[src/rtl/alu_seq_pkg.sv]
// alu_seq_pkg: op codes, flag bit positions and FSM states shared by the
// sequential ALU and its multiplier core.
package alu_seq_pkg;
    localparam logic [2:0] OP_ADD = 3'b000;
    localparam logic [2:0] OP_SUB = 3'b001;
    localparam logic [2:0] OP_AND = 3'b010;
    localparam logic [2:0] OP_OR  = 3'b011;
    localparam logic [2:0] OP_XOR = 3'b100;
    localparam logic [2:0] OP_NOT = 3'b101;
    localparam logic [2:0] OP_MUL = 3'b110;
    localparam logic [2:0] OP_ADC = 3'b111;

    localparam int FLAG_Z = 0;
    localparam int FLAG_N = 1;
    localparam int FLAG_V = 2;
    localparam int FLAG_C = 3;

    typedef enum logic {S_IDLE, S_BUSY} state_t;
endpackage

[src/rtl/alu_seq_mul.sv]
// alu_seq_mul: iterative shift-add multiplier; bit 0 is folded into the start
// load so the remaining WIDTH-1 bits finish in WIDTH-1 steps.
module alu_seq_mul #(
    parameter int WIDTH = 16
) (
    input  logic                 i_clk,
    input  logic                 i_rst_n,
    input  logic                 i_start,
    input  logic                 i_step,
    input  logic [WIDTH-1:0]     i_a,
    input  logic [WIDTH-1:0]     i_b,
    output logic                 o_done,
    output logic [2*WIDTH-1:0]   o_product
);
    localparam int CW = $clog2(WIDTH);

    logic [2*WIDTH-1:0] r_acc;
    logic [2*WIDTH-1:0] r_mcand;
    logic [WIDTH-1:0]   r_mplier;
    logic [CW-1:0]      r_count;

    // Product as it stands after the step being taken this cycle.
    assign o_product = r_acc + (r_mplier[0] ? r_mcand : '0);
    assign o_done    = i_step && (r_count == CW'(WIDTH - 2));

    always_ff @(posedge i_clk) begin
        if (!i_rst_n) begin
            r_acc    <= '0;
            r_mcand  <= '0;
            r_mplier <= '0;
            r_count  <= '0;
        end else if (i_start) begin
            r_acc    <= i_b[0] ? {{WIDTH{1'b0}}, i_a} : '0;
            r_mcand  <= {{(WIDTH-1){1'b0}}, i_a, 1'b0};
            r_mplier <= i_b >> 1;
            r_count  <= '0;
        end else if (i_step) begin
            r_acc    <= o_product;
            r_mcand  <= r_mcand << 1;
            r_mplier <= r_mplier >> 1;
            r_count  <= r_count + 1'b1;
        end
    end
endmodule

[src/rtl/alu_seq.sv]
// alu_seq: registered ALU with stored C/V/N/Z status, carry-consuming ADC and
// an iterative multiplier behind a valid/ready input handshake.
module alu_seq
    import alu_seq_pkg::*;
#(
    parameter int WIDTH = 16
) (
    input  logic             i_clk,
    input  logic             i_rst_n,
    input  logic             i_in_valid,
    output logic             o_in_ready,
    input  logic [WIDTH-1:0] i_a,
    input  logic [WIDTH-1:0] i_b,
    input  logic [2:0]       i_op,
    output logic             o_out_valid,
    output logic [WIDTH-1:0] o_y,
    output logic             o_c,
    output logic             o_v,
    output logic             o_n,
    output logic             o_z
);
    localparam int M = WIDTH - 1;

    state_t             r_state;
    logic [WIDTH-1:0]   r_y;
    logic [3:0]         r_flags;
    logic               r_out_valid;

    logic               w_accept;
    logic               w_is_mul;
    logic               w_sub;
    logic               w_arith;
    logic [WIDTH-1:0]   w_bop;
    logic [WIDTH:0]     w_sum;
    logic [WIDTH-1:0]   w_res;
    logic [3:0]         w_flags;
    logic [3:0]         w_mflags;
    logic               w_mul_done;
    logic [2*WIDTH-1:0] w_product;

    assign o_in_ready  = (r_state == S_IDLE);
    assign w_accept    = i_in_valid && o_in_ready;
    assign w_is_mul    = (i_op == OP_MUL);
    assign w_sub       = (i_op == OP_SUB);
    assign w_arith     = (i_op == OP_ADD) || w_sub || (i_op == OP_ADC);
    // One adder serves ADD/SUB/ADC; only the B inversion and carry-in differ.
    assign w_bop       = w_sub ? ~i_b : i_b;
    assign w_sum       = {1'b0, i_a} + {1'b0, w_bop}
                       + (WIDTH+1)'(w_sub || ((i_op == OP_ADC) && r_flags[FLAG_C]));
    assign w_res       = (i_op == OP_AND) ? (i_a & i_b) :
                         (i_op == OP_OR)  ? (i_a | i_b) :
                         (i_op == OP_XOR) ? (i_a ^ i_b) :
                         (i_op == OP_NOT) ? ~i_a : w_sum[M:0];

    always_comb begin
        w_flags         = r_flags;
        w_flags[FLAG_C] = w_arith ? w_sum[WIDTH] : r_flags[FLAG_C];
        w_flags[FLAG_V] = w_arith ? ((i_a[M] == w_bop[M]) && (w_res[M] != i_a[M])) : r_flags[FLAG_V];
        w_flags[FLAG_N] = w_res[M];
        w_flags[FLAG_Z] = (w_res == '0);
        w_mflags         = '0;
        w_mflags[FLAG_C] = |w_product[2*WIDTH-1:WIDTH];
        w_mflags[FLAG_N] = w_product[M];
        w_mflags[FLAG_Z] = (w_product[M:0] == '0);
    end

    alu_seq_mul #(.WIDTH(WIDTH)) u_mul (
        .i_clk     (i_clk),
        .i_rst_n   (i_rst_n),
        .i_start   (w_accept && w_is_mul),
        .i_step    (r_state == S_BUSY),
        .i_a       (i_a),
        .i_b       (i_b),
        .o_done    (w_mul_done),
        .o_product (w_product)
    );

    always_ff @(posedge i_clk) begin
        if (!i_rst_n) begin
            r_state     <= S_IDLE;
            r_y         <= '0;
            r_flags     <= '0;
            r_out_valid <= 1'b0;
        end else begin
            r_out_valid <= 1'b0;
            if (w_accept && !w_is_mul) begin
                r_y         <= w_res;
                r_flags     <= w_flags;
                r_out_valid <= 1'b1;
            end else if (w_accept) begin
                r_state <= S_BUSY;
            end else if (w_mul_done) begin
                r_y         <= w_product[M:0];
                r_flags     <= w_mflags;
                r_out_valid <= 1'b1;
                r_state     <= S_IDLE;
            end
        end
    end

    assign o_out_valid = r_out_valid;
    assign o_y         = r_y;
    assign o_c         = r_flags[FLAG_C];
    assign o_v         = r_flags[FLAG_V];
    assign o_n         = r_flags[FLAG_N];
    assign o_z         = r_flags[FLAG_Z];
endmodule

[config.mk]
export PLATFORM = sky130hd
export DESIGN_NAME = alu_seq
export DESIGN_NICKNAME = d
export VERILOG_FILES = /design/src/rtl/alu_seq_pkg.sv /design/src/rtl/alu_seq_mul.sv /design/src/rtl/alu_seq.sv
export SDC_FILE = /design/constraint.sdc
export NUM_CORES = 1
export LEC_CHECK = 0
export ABC_CLOCK_PERIOD_IN_PS = 4200
export BUFFER_PORTS_ARGS = -buffer_cell sky130_fd_sc_hd__clkbuf_2
export CAP_MARGIN = 15
export CORE_UTILIZATION = 51
export CTS_BUF_LIST = sky130_fd_sc_hd__clkbuf_16
export DETAILED_ROUTE_END_ITERATION = 8
export HOLD_SLACK_MARGIN = 0.03
export PLACE_DENSITY = 0.74
export SLEW_MARGIN = 30
export SYNTH_ARGS = -nofsm -noshare
export SYNTH_HDL_FRONTEND = slang
export SYNTH_HIERARCHICAL = 1
export SYNTH_SLANG_ARGS = --single-unit
[constraint.sdc]
create_clock -name i_clk -period 4.2 [get_ports i_clk]
set_clock_uncertainty 0.2 [all_clocks]
set_input_delay 0.63 -clock i_clk [delete_from_list [all_inputs] [get_ports i_clk]]
set_output_delay 0.63 -clock i_clk [all_outputs]
set_load 0.1 [all_outputs]
==> impl.org, run 1 <==
** Floorplan
- Die X-Extent :: approximately 130 µm
- Row count :: 48
- For this configuration, the core starts out at a cell density of 0.521.
- The core region is ~0.017 mm².
- Die footprint :: 0.0182 mm²
- I/O pin cnt :: 60
- The floorplan step set the die height to 135 µm.

** Critical path
- Kind of launch point of the worst setup path :: flip-flop
- Of all nets on the critical path, the largest fanout is 19.
- At the worst endpoint, the required time is 4.23 ns.
- Data arrives at the worst endpoint at around 3.9 ns.
- Type of the worst setup path :: flip-flop to flip-flop
- STA classifies the critical path endpoint as a flip-flop.

** Route
- Routed wire length per instance :: 17.5 µm
- Count of unresolved DRC violations after routing :: 0
- Via-to-Cell Ratio :: 5.95
- Summed over all layers, the routed wires come to roughly 25,000 µm.
- ANT nets after route :: 0
- The pre-antenna-repair detailed-routing pass consisted of 5 iterations.
- The detailed router finished its first iteration with 699 violations.
- Across all layers, the routed design uses 8,493 vias.

** Timing
- Total Negative Setup Slacks :: 0 ns
- Transition time at the pin with the least slew margin :: between 0.9 and 1 ns
- Maximum clock rate :: roughly 260 MHz
- Number of slew-limit violations in the final report :: 0
- Setup repair after global routing missed its margin :: false
- Post-route fraction of the period consumed by the critical path :: 0.931
- Worst slew margin :: 0.389
- Final Hold Vio Count :: 0
- Final min period :: a little under 4 ns
- Setup violations remaining at the end of the flow were counted as 0.

** Clock network
- The number of setup buffers added after CTS is 0.
- Once the clock tree was built, the resizer swapped 0 gates to a different size.
- Clock input transition at the sequential cells of the worst setup and hold paths :: 0.08 ns
- For this design, the sink count on the clock tree is 103.
- TritonCTS clock tree :: built
- In this run the deepest clock path goes through 2 buffers.
- Buffers inserted to repair hold after CTS numbered 0.
- Clock root buffer master :: sky130_fd_sc_hd__clkbuf_16
- Skew-Pair Late Insertion Delay :: 0.35 ns
- In this run the number of H-tree levels came out at 3.
- TritonCTS created 9 clock buffers.

** GRT
- Number of antenna violations at the first check in global routing :: 0
- Met2 Usage GRT :: 0.443
- Maximum number of pins on one net before global-route repair :: 67
- For met1 alone, demand over resource in global routing was 0.389.
- Met3 layer usage reported by global route :: 0.0375
- In the global route stage, overall resource usage came out at 0.279.
- The first global-routing pass estimated 40,100 µm of wire.
- Global routing finished with a remaining overflow of 0.
- Layer with the highest usage :: met2
- Via count of the first global-routing pass :: 7,754

** Place
- Placed insts :: between 1,000 and 1,500
- Post-DP HPWL :: between 15,000 and 20,000 µm
- At the end of routability-driven placement, the weighted congestion stood at just under 1.
- Number of input and output port buffers inserted :: 59

** Synthesis
- When the netlist entered floorplanning its net count stood at between 1,000 and 1,500.
- Primary FF master, synth :: sky130_fd_sc_hd__dfxtp_1
- The synthesized design contains 0 enable-type register cells.
- Yosys printed 6 warnings.
- After synthesis the cells add up to 0.00901 mm².
- Register area share after synthesis :: 0.229
- Number of synthesized register bits :: roughly 100
- In this run the mean area of a mapped cell was between 7 and 8 µm².
- Cell taking the most area after synthesis :: sky130_fd_sc_hd__dfxtp_1
- Number of distinct library cells after synthesis :: 81
- Proportion of synthesized flip-flops having asynchronous set or reset :: 0
- Post-Synthesis Cells :: 1,172
- After synthesis, the cell types taking the most area are sky130_fd_sc_hd__dfxtp_1 (23%), sky130_fd_sc_hd__ha_1 (11%), sky130_fd_sc_hd__mux2i_1 (8.2%), sky130_fd_sc_hd__nand2_1 (5.3%), sky130_fd_sc_hd__and2_1 (5.1%).
- The share of synthesized area in the top cell type comes to 0.229.

** Power and ir drop
- Of the total power, the share spent switching nets is 0.356.
- Internal power comes to 1.70 mW.
- The share of total power dissipated in sequential elements is 0.391.
- The share of total power dissipated in the clock network is 0.335.
- VDD sags by at most 203 µV.
- Of the total power, combinational logic draws 0.274.
- In this run the power density over the cells is 269 mW/mm².
- LEAKAGE :: 4.27 nW
- Switching power total :: 940 µW
- After layout, the design draws a total of 2.64 mW.

** Final layout
- Compared with the post-synthesis result, the final layout area differs by 8.79%.
- The number of antenna diodes in the final layout is 0.
- After the last flow step, the layout net total stands at 1,317.
- Number of fill cells :: 1,616
- Share of cells above drive strength 1 :: 0.116
- Fin cells :: 1,427

** Run status
- Outcome :: complete, no violations

** Worst hold path
- The min-delay analysis places its worst path in the category flip-flop to flip-flop.

** Flow run
- Maxcap violations :: 0
## cells in the mapped netlist, drive strengths merged, types with 4 or more instances
cell type  count
nand2        127
dfxtp        103
nor2          88
o21ai         80
ha            79
and2          76
mux2i         74
a21oi         71
inv           63
clkbuf        41
xnor2         35
buf           27
a211oi        26
a21o          25
nand3         20
and3          19
nor3          19
nand2b        13
nand4         12
nor4          12
nor2b         11
xor2          11
a31oi         10
o211ai        10
o21bai         9
or2            9
a22oi          8
o21a           8
o31ai          8
a211o          6
o22ai          6
a311oi         5
mux2           5
nor3b          5
or3            5
a21boi         4
o221ai         4
## per-layer routing
layer	up-vias	wire (µm)
met4	0	511
met1	3970	11700
met5	-	0
met2	287	11300
met3	36	1500
li1	4200	-
## logic make-up after synthesis
| kind of cell | after synthesis | synth area share |
|---|---|---|
| xor gates and xnor gates | 46 | 0.0447 |
| buffers and inverters | 132 | 0.0600 |
| DFF | 103 | 0.229 |
| adders and majority gates | 82 | 0.116 |
| and+or+nand+nor | 420 | 0.230 |
| AOI/OAI and AO/OA | 310 | 0.232 |
| muxes | 79 | 0.0884 |
## registers in the layout, summed over array words and instances (netlist names)
register	cells
u_mul/r_acc	32
u_mul/r_mcand	31
o_y	16
u_mul/r_mplier	15
u_mul/r_count	4
r_flags	3
o_out_valid	1
r_state	1
## critical path: stages (launching register included)
cell and delay (ns):
sky130_fd_sc_hd__dfxtp_2 0.42, sky130_fd_sc_hd__and2_1 0.21, sky130_fd_sc_hd__ha_1 0.22, sky130_fd_sc_hd__fa_1 0.47
sky130_fd_sc_hd__a211oi_2 0.29, sky130_fd_sc_hd__o21ai_0 0.21, sky130_fd_sc_hd__a211oi_2 0.35, sky130_fd_sc_hd__nor3_2 0.10
sky130_fd_sc_hd__nor2_1 0.21, sky130_fd_sc_hd__buf_4 0.18, sky130_fd_sc_hd__xnor2_1 0.10, sky130_fd_sc_hd__nor4_1 0.33
sky130_fd_sc_hd__nand2_1 0.12, sky130_fd_sc_hd__nor3_1 0.27, sky130_fd_sc_hd__o41ai_1 0.12
## layout make-up
| class | instances | area (µm²) | share of cell area |
|---|---|---|---|
| multi-input cells | 937 | 6430 | 0.656 |
| clock buffers | 10 | 250 | 0.0255 |
| inverters | 64 | 240 | 0.0245 |
| flip-flops and latches | 103 | 2070 | 0.211 |
| well taps | 225 | 282 | 0.0287 |
| clock inverters | 6 | 67.6 | 0.00689 |
| repair buffers | 82 | 468 | 0.0477 |
## worst paths after layout
kind	from	end	slack (ns)	cells after the start
hold reg to reg	u_mul/r_acc[30]	u_mul/r_acc[30]	0.28	2
hold / removal	u_mul/r_acc[30]	u_mul/r_acc[30]	0.28	2
setup / recovery	u_mul/r_mplier[0]	r_flags[3]	0.29	14
setup reg to reg	u_mul/r_mplier[0]	r_flags[3]	0.29	14
## power by group through the flow
stage / clock [mW] / sequential (mW) / combinational, mW
2_1_floorplan: 0 / 1.16 / 0.425
3_3_place_gp: 0 / 1.05 / 0.703
3_5_place_dp: 0 / 1.05 / 0.711
4_1_cts: 0.894 / 1.03 / 0.715
5_1_grt: 0.931 / 1.03 / 0.787
6_report: 0.884 / 1.03 / 0.724
## cells in the final DEF, fill, tap and decap left out, types with 7 or more instances in the layout
| cell type | instances |
|---|---|
| sky130_fd_sc_hd__inv_1 | 63 |
| sky130_fd_sc_hd__o211ai_1 | 7 |
| sky130_fd_sc_hd__o21bai_1 | 9 |
| sky130_fd_sc_hd__a211oi_1 | 21 |
| sky130_fd_sc_hd__a21oi_1 | 69 |
| sky130_fd_sc_hd__nor4_1 | 12 |
| sky130_fd_sc_hd__and2_1 | 74 |
| sky130_fd_sc_hd__nand2b_1 | 13 |
| sky130_fd_sc_hd__nor3_1 | 16 |
| sky130_fd_sc_hd__o21ai_1 | 7 |
| sky130_fd_sc_hd__nand4_1 | 12 |
| sky130_fd_sc_hd__xor2_1 | 11 |
| sky130_fd_sc_hd__a31oi_1 | 8 |
| sky130_fd_sc_hd__mux2i_1 | 74 |
| sky130_fd_sc_hd__o31ai_1 | 7 |
| sky130_fd_sc_hd__a22oi_1 | 8 |
| sky130_fd_sc_hd__xnor2_1 | 34 |
| sky130_fd_sc_hd__nand2_1 | 127 |
| sky130_fd_sc_hd__ha_1 | 79 |
| sky130_fd_sc_hd__o21a_1 | 8 |
| sky130_fd_sc_hd__clkbuf_2 | 59 |
| sky130_fd_sc_hd__nand3_1 | 20 |
| sky130_fd_sc_hd__o21ai_0 | 73 |
| sky130_fd_sc_hd__dfxtp_1 | 101 |
| sky130_fd_sc_hd__and3_1 | 18 |
| sky130_fd_sc_hd__a21o_1 | 23 |
| sky130_fd_sc_hd__nor2_1 | 88 |
| sky130_fd_sc_hd__clkbuf_16 | 10 |
| sky130_fd_sc_hd__buf_4 | 23 |
| sky130_fd_sc_hd__nor2b_1 | 11 |
## per-stage QoR
step	util	hold slack (ns)	cell area [µm²]	setup slack, ns
2_1_floorplan	-	0.232	9050	0.0141
3_3_place_gp	0.548	0.257	9480	0.262
3_5_place_dp	0.548	0.261	9480	0.146
4_1_cts	0.566	0.276	9800	0.0995
5_1_grt	0.567	0.300	9800	0.0339
6_report	0.567	0.277	9800	0.290
Note: power is estimated with default switching activity, not from simulation.
==> run 2, diff against run 1 <==
Settings changed: ABC_AREA set to 1.
==> run 2 against run 1 <==
  * Register-to-register slack gained 0.20 ns
  * Core utilization increased by 0.51 points
  * Cell count rose by 26%
  * Cell area increased by 2.0%
  * Hold slack worse by 0.0066 ns
  * First-iteration DRC count is 9.3% lower
  * Fmax is 5.5% higher
  * Clock-buffer cell count fell by 1
  * Via count is 12% higher
  * Total power shrank 1.4%
  * Global-route usage rose by 2.6 points
  * Sequential share of layout area is 0.45 points lower
  * Largest power group unchanged
==> impl.org, run 2 <==
** Timing
- Setup repair after global routing missed its margin :: false
- Final hold slack :: 0.270 ns (-0.00662 ns)
- The number of endpoints failing setup at the final stage is 0 (unchanged).
- The count of final max-slew check failures was 0 (unchanged).
- Worst slew margin :: 0.388 (-0.000683)
- Total Negative Setup Slacks :: 0 ns (unchanged)
- The part of the cycle the worst path needs was 0.883 (-0.0483).
- Final Hold Vio Count :: 0 (unchanged)
- The clock period minus worst slack was 3.71 ns (-0.203 ns).
- Transition time at the pin with the least slew margin :: 0.910 ns (-0.00655 ns)
- Maximum clock rate :: 270 MHz (+5.5%)

** Critical path
- STA classifies the critical path startpoint as a flip-flop.
- The data arrival time of the critical path is 3.77 ns (-0.17 ns).
- The required time of the worst setup path came to 4.26 ns (+0.03 ns).
- The largest driver fanout on the critical path was 22 (+3).
- Type of the worst setup path :: flip-flop to flip-flop
- STA classifies the critical path endpoint as a flip-flop.

** Synthesis
- Netlist Area Pre-Place :: 0.00920 mm² (+2.1%)
- Cell taking the most area after synthesis :: sky130_fd_sc_hd__nand2_1
- The portion of synthesized cell area occupied by the leading cell type is 0.227 (-0.00198).
- Post-Synthesis Cells :: 1,535 (+31%)
- Number of synthesized register bits :: 103 (unchanged)
- Number of warnings printed during yosys synthesis :: 6 (unchanged)
- Top cell types by occurrence after synthesis :: sky130_fd_sc_hd__nand2_1 (556), sky130_fd_sc_hd__inv_1 (251), sky130_fd_sc_hd__a21oi_1 (113)
- Leading post-synthesis cells by cell area :: sky130_fd_sc_hd__nand2_1 (23%), sky130_fd_sc_hd__dfxtp_1 (22%), sky130_fd_sc_hd__ha_1 (11%), sky130_fd_sc_hd__inv_1 (10%), sky130_fd_sc_hd__a21oi_1 (6.1%)
- Number of distinct library cells after synthesis :: 47 (-42%)
- The share of flip-flops with an asynchronous set or reset is 0 (unchanged).
- Register area share after synthesis :: 0.224 (-0.00470)
- Primary FF master, synth :: sky130_fd_sc_hd__dfxtp_1
- Post-synthesis average cell area :: 5.99 µm² (-22%)
- The net count after synthesis was 1,655 (+28%).
- Number of enable-type register cells in the synthesized netlist :: 0 (unchanged)
- Yosys instantiated no cell more often than sky130_fd_sc_hd__nand2_1.

** GRT
- After global routing, the most crowded layer is met2.
- Met2 Usage GRT :: 0.513 (+0.0700)
- The global-route track usage on met3 is 0.0421 (+0.00460).
- Maximum number of pins on one net before global-route repair :: 56 (-16%)
- The global-route usage over all layers is 0.304 (+0.0259).
- Via count of the first global-routing pass :: 8,583 (+11%)
- Met1 Resource Use GR :: 0.384 (-0.00451)
- Wire length of the first global-routing pass :: 43,900 µm (+9.5%)
- The overflow left after global routing was 0 (unchanged).
- Number of antenna violations at the first check in global routing :: 0 (unchanged)

** Floorplan
- Initial Utilization :: 0.526 (+0.00544)
- The height of the die was 136 µm (+1.0%).
- Die footprint :: 0.0186 mm² (+2.1%)
- The standard-cell row count came to 48 (unchanged).
- The placeable core area is 0.0175 mm² (+1.0%).
- I/O pin cnt :: 60 (unchanged)
- The width of the chip is 136 µm (+1.0%).

** Final layout
- The library cell used most frequently in the layout, excluding fill and tap cells, is sky130_fd_sc_hd__nand2_1.
- Ant. Diodes :: 0 (unchanged)
- The total of fill cells in the finished design was 1,813 (+12%).
- Leading cell types in the layout, fill and taps excluded :: sky130_fd_sc_hd__nand2_1 (556), sky130_fd_sc_hd__inv_1 (250), sky130_fd_sc_hd__a21oi_1 (113)
- Area growth from synthesis to layout :: 8.63%
- Number of nets in the final layout :: 1,692 (+28%)
- The layout cell share with drive strength beyond 1 came to 0.0875 (-0.0281).
- Most flops, register :: u_mul/r_acc
- Number of flip-flops under the largest register name :: 32 (unchanged)

** Clock network
- Number of buffers inserted for hold repair after clock tree synthesis :: 0 (unchanged)
- Max Buffers Root-to-Sink :: 2 (unchanged)
- Post-CTS setup repair buffer count :: 0 (unchanged)
- Clock root buffer master :: sky130_fd_sc_hd__clkbuf_16
- TritonCTS sink count :: 103 (unchanged)
- TritonCTS built the clock tree.
- The clock slew seen by the registers of the worst setup and hold paths is 0.08 ns (about the same).
- Number of gates resized after cts :: 0 (unchanged)
- Skew-Pair Late Insertion Delay :: 0.36 ns (about the same)
- The total clock buffers created by CTS came to 9 (unchanged).
- The number of H-tree levels was 3 (unchanged).

** Place
- The weighted congestion at the end of routability-driven global placement was 0.954 (-3.9%).
- Number of input and output port buffers inserted :: 59 (unchanged)
- Post-DP HPWL :: 21,700 µm (+14%)

** Route
- Via count of the routed design :: 9,535 (+12%)
- Routed wire length per instance :: 15.3 µm (-13%)
- The number of nets with antenna violations after detailed routing is 0 (unchanged).
- Via-to-Cell Ratio :: 5.29 (-11%)
- The DRC marker count from the first detailed-route iteration is 634 (-9.3%).
- The number of detailed-routing iterations run before antenna repair is 5 (unchanged).
- Count of unresolved DRC violations after routing :: 0 (unchanged)
- The routed wire length is 27,600 µm (+10%).

** Run status
- The run finished with clean final reports.

** Flow run
- Maxcap violations :: 0 (unchanged)

** Power and ir drop
- The leakage power figure came to 5.52 nW (+29%).
- Largest voltage drop on the vdd net :: 224 µV (+11%)
- Cell Pwr Density :: 260 mW/mm² (-3.2%)
- The clock network fraction of total power was 0.339 (+0.004).
- Portion of total power attributed to sequential cells :: 0.395 (+0.004)
- Switching share of total power :: 0.374 (+0.0180)
- The internal power consumption was 1.63 mW (-4.1%).
- The combinational share of power came to 0.265 (-0.009).
- The net load switching power is 974 µW (+3.6%).

** Worst hold path
- Hold Path Class :: flip-flop to flip-flop
[run 2: cell types whose count changed after synthesis, moves of 17 or more]
| cell | previous run | this run |
|---|---|---|
| sky130_fd_sc_hd__a31oi_1 | 8 | 25 |
| sky130_fd_sc_hd__inv_1 | 63 | 251 |
| sky130_fd_sc_hd__nand3_1 | 20 | 79 |
| sky130_fd_sc_hd__nand2_1 | 127 | 556 |
| sky130_fd_sc_hd__mux2i_1 | 74 | 0 |
| sky130_fd_sc_hd__o21ai_0 | 74 | 27 |
| sky130_fd_sc_hd__a211oi_1 | 22 | 3 |
| sky130_fd_sc_hd__clkbuf_1 | 40 | 22 |
| sky130_fd_sc_hd__xor2_1 | 11 | 29 |
| sky130_fd_sc_hd__xnor2_1 | 35 | 0 |
| sky130_fd_sc_hd__a21oi_1 | 69 | 113 |
| sky130_fd_sc_hd__a21o_1 | 23 | 2 |
| sky130_fd_sc_hd__and3_1 | 18 | 0 |
| sky130_fd_sc_hd__and2_1 | 74 | 18 |
[run 2: cell families (layout without fill, tap and decap cells)]
family,count (synthesis),after routing,synth area share
and+or+nand+nor,798,798,0.361
buffers and inverters,308,350,0.134
AOI/OAI and AO/OA,211,211,0.132
DFF,103,103,0.224
adders and majority gates,82,82,0.114
xor gates and xnor gates,33,33,0.0347
[run 2: critical path: stages, from the launching register on]
cell                       delay [ns]
sky130_fd_sc_hd__dfxtp_1         0.62
sky130_fd_sc_hd__buf_12          0.22
sky130_fd_sc_hd__nand2_1         0.06
sky130_fd_sc_hd__inv_1           0.05
sky130_fd_sc_hd__ha_1            0.29
sky130_fd_sc_hd__nand2_1         0.20
sky130_fd_sc_hd__inv_1           0.06
sky130_fd_sc_hd__nand2_1         0.07
sky130_fd_sc_hd__nand2_1         0.09
sky130_fd_sc_hd__nand2_1         0.07
sky130_fd_sc_hd__nand2_1         0.07
sky130_fd_sc_hd__a21oi_1         0.21
sky130_fd_sc_hd__nand3_1         0.12
sky130_fd_sc_hd__and2_1          0.17
sky130_fd_sc_hd__nor4_1          0.47
sky130_fd_sc_hd__nand4_1         0.27
sky130_fd_sc_hd__nor2_1          0.14
sky130_fd_sc_hd__o21ai_0         0.10
sky130_fd_sc_hd__o211ai_1        0.09
sky130_fd_sc_hd__inv_1           0.05
[run 2: layout make-up]
type	count	area (µm²)	share of cell area
multi-input cells	1124	5930	0.593
flip-flops and latches	103	2060	0.206
inverters	260	976	0.0976
repair buffers	74	433	0.0433
well taps	225	282	0.0282
clock buffers	9	225	0.0225
clock inverters	7	91.3	0.00914
[run 2: metal layers]
layer / vias up / part of all wire / routed length [µm]
met3: 52 / 0.059 / 1620
met5: - / 0 / 0
met1: 4315 / 0.43 / 12000
met4: 0 / 0.039 / 1070
li1: 4879 / - / -
met2: 289 / 0.47 / 12900
[run 2: power by group through the flow]
stage / sequential, mW / clock (mW) / combinational [mW]
floorplan: 1.15 / 0 / 0.388
global placement: 1.05 / 0 / 0.674
detailed placement: 1.05 / 0 / 0.678
CTS: 1.03 / 0.901 / 0.682
global route: 1.03 / 0.940 / 0.757
finish: 1.03 / 0.884 / 0.691
[run 2: path summary, 6_finish.rpt]
check / from / end / slack [ns] / cells after the start
max: u_mul/r_mplier[0] / r_flags[3] / 0.49 / 19
min: u_mul/r_mcand[31] / u_mul/r_mcand[31] / 0.27 / 2
max reg2reg: u_mul/r_mplier[0] / r_flags[3] / 0.49 / 19
min reg2reg: u_mul/r_mcand[31] / u_mul/r_mcand[31] / 0.27 / 2
[run 2: metrics by stage]
stage	util	std cells	power, mW	worst slack [ns]	instance area, µm²
2_1_floorplan	-	1535	1.54	0.501	9200
3_3_place_gp	0.554	1786	1.73	0.396	9680
3_5_place_dp	0.554	1786	1.73	0.353	9680
4_1_cts	0.572	1802	2.61	0.521	10000
5_1_grt	0.572	1802	2.73	0.186	10000
6_report	0.572	1802	2.60	0.493	10000
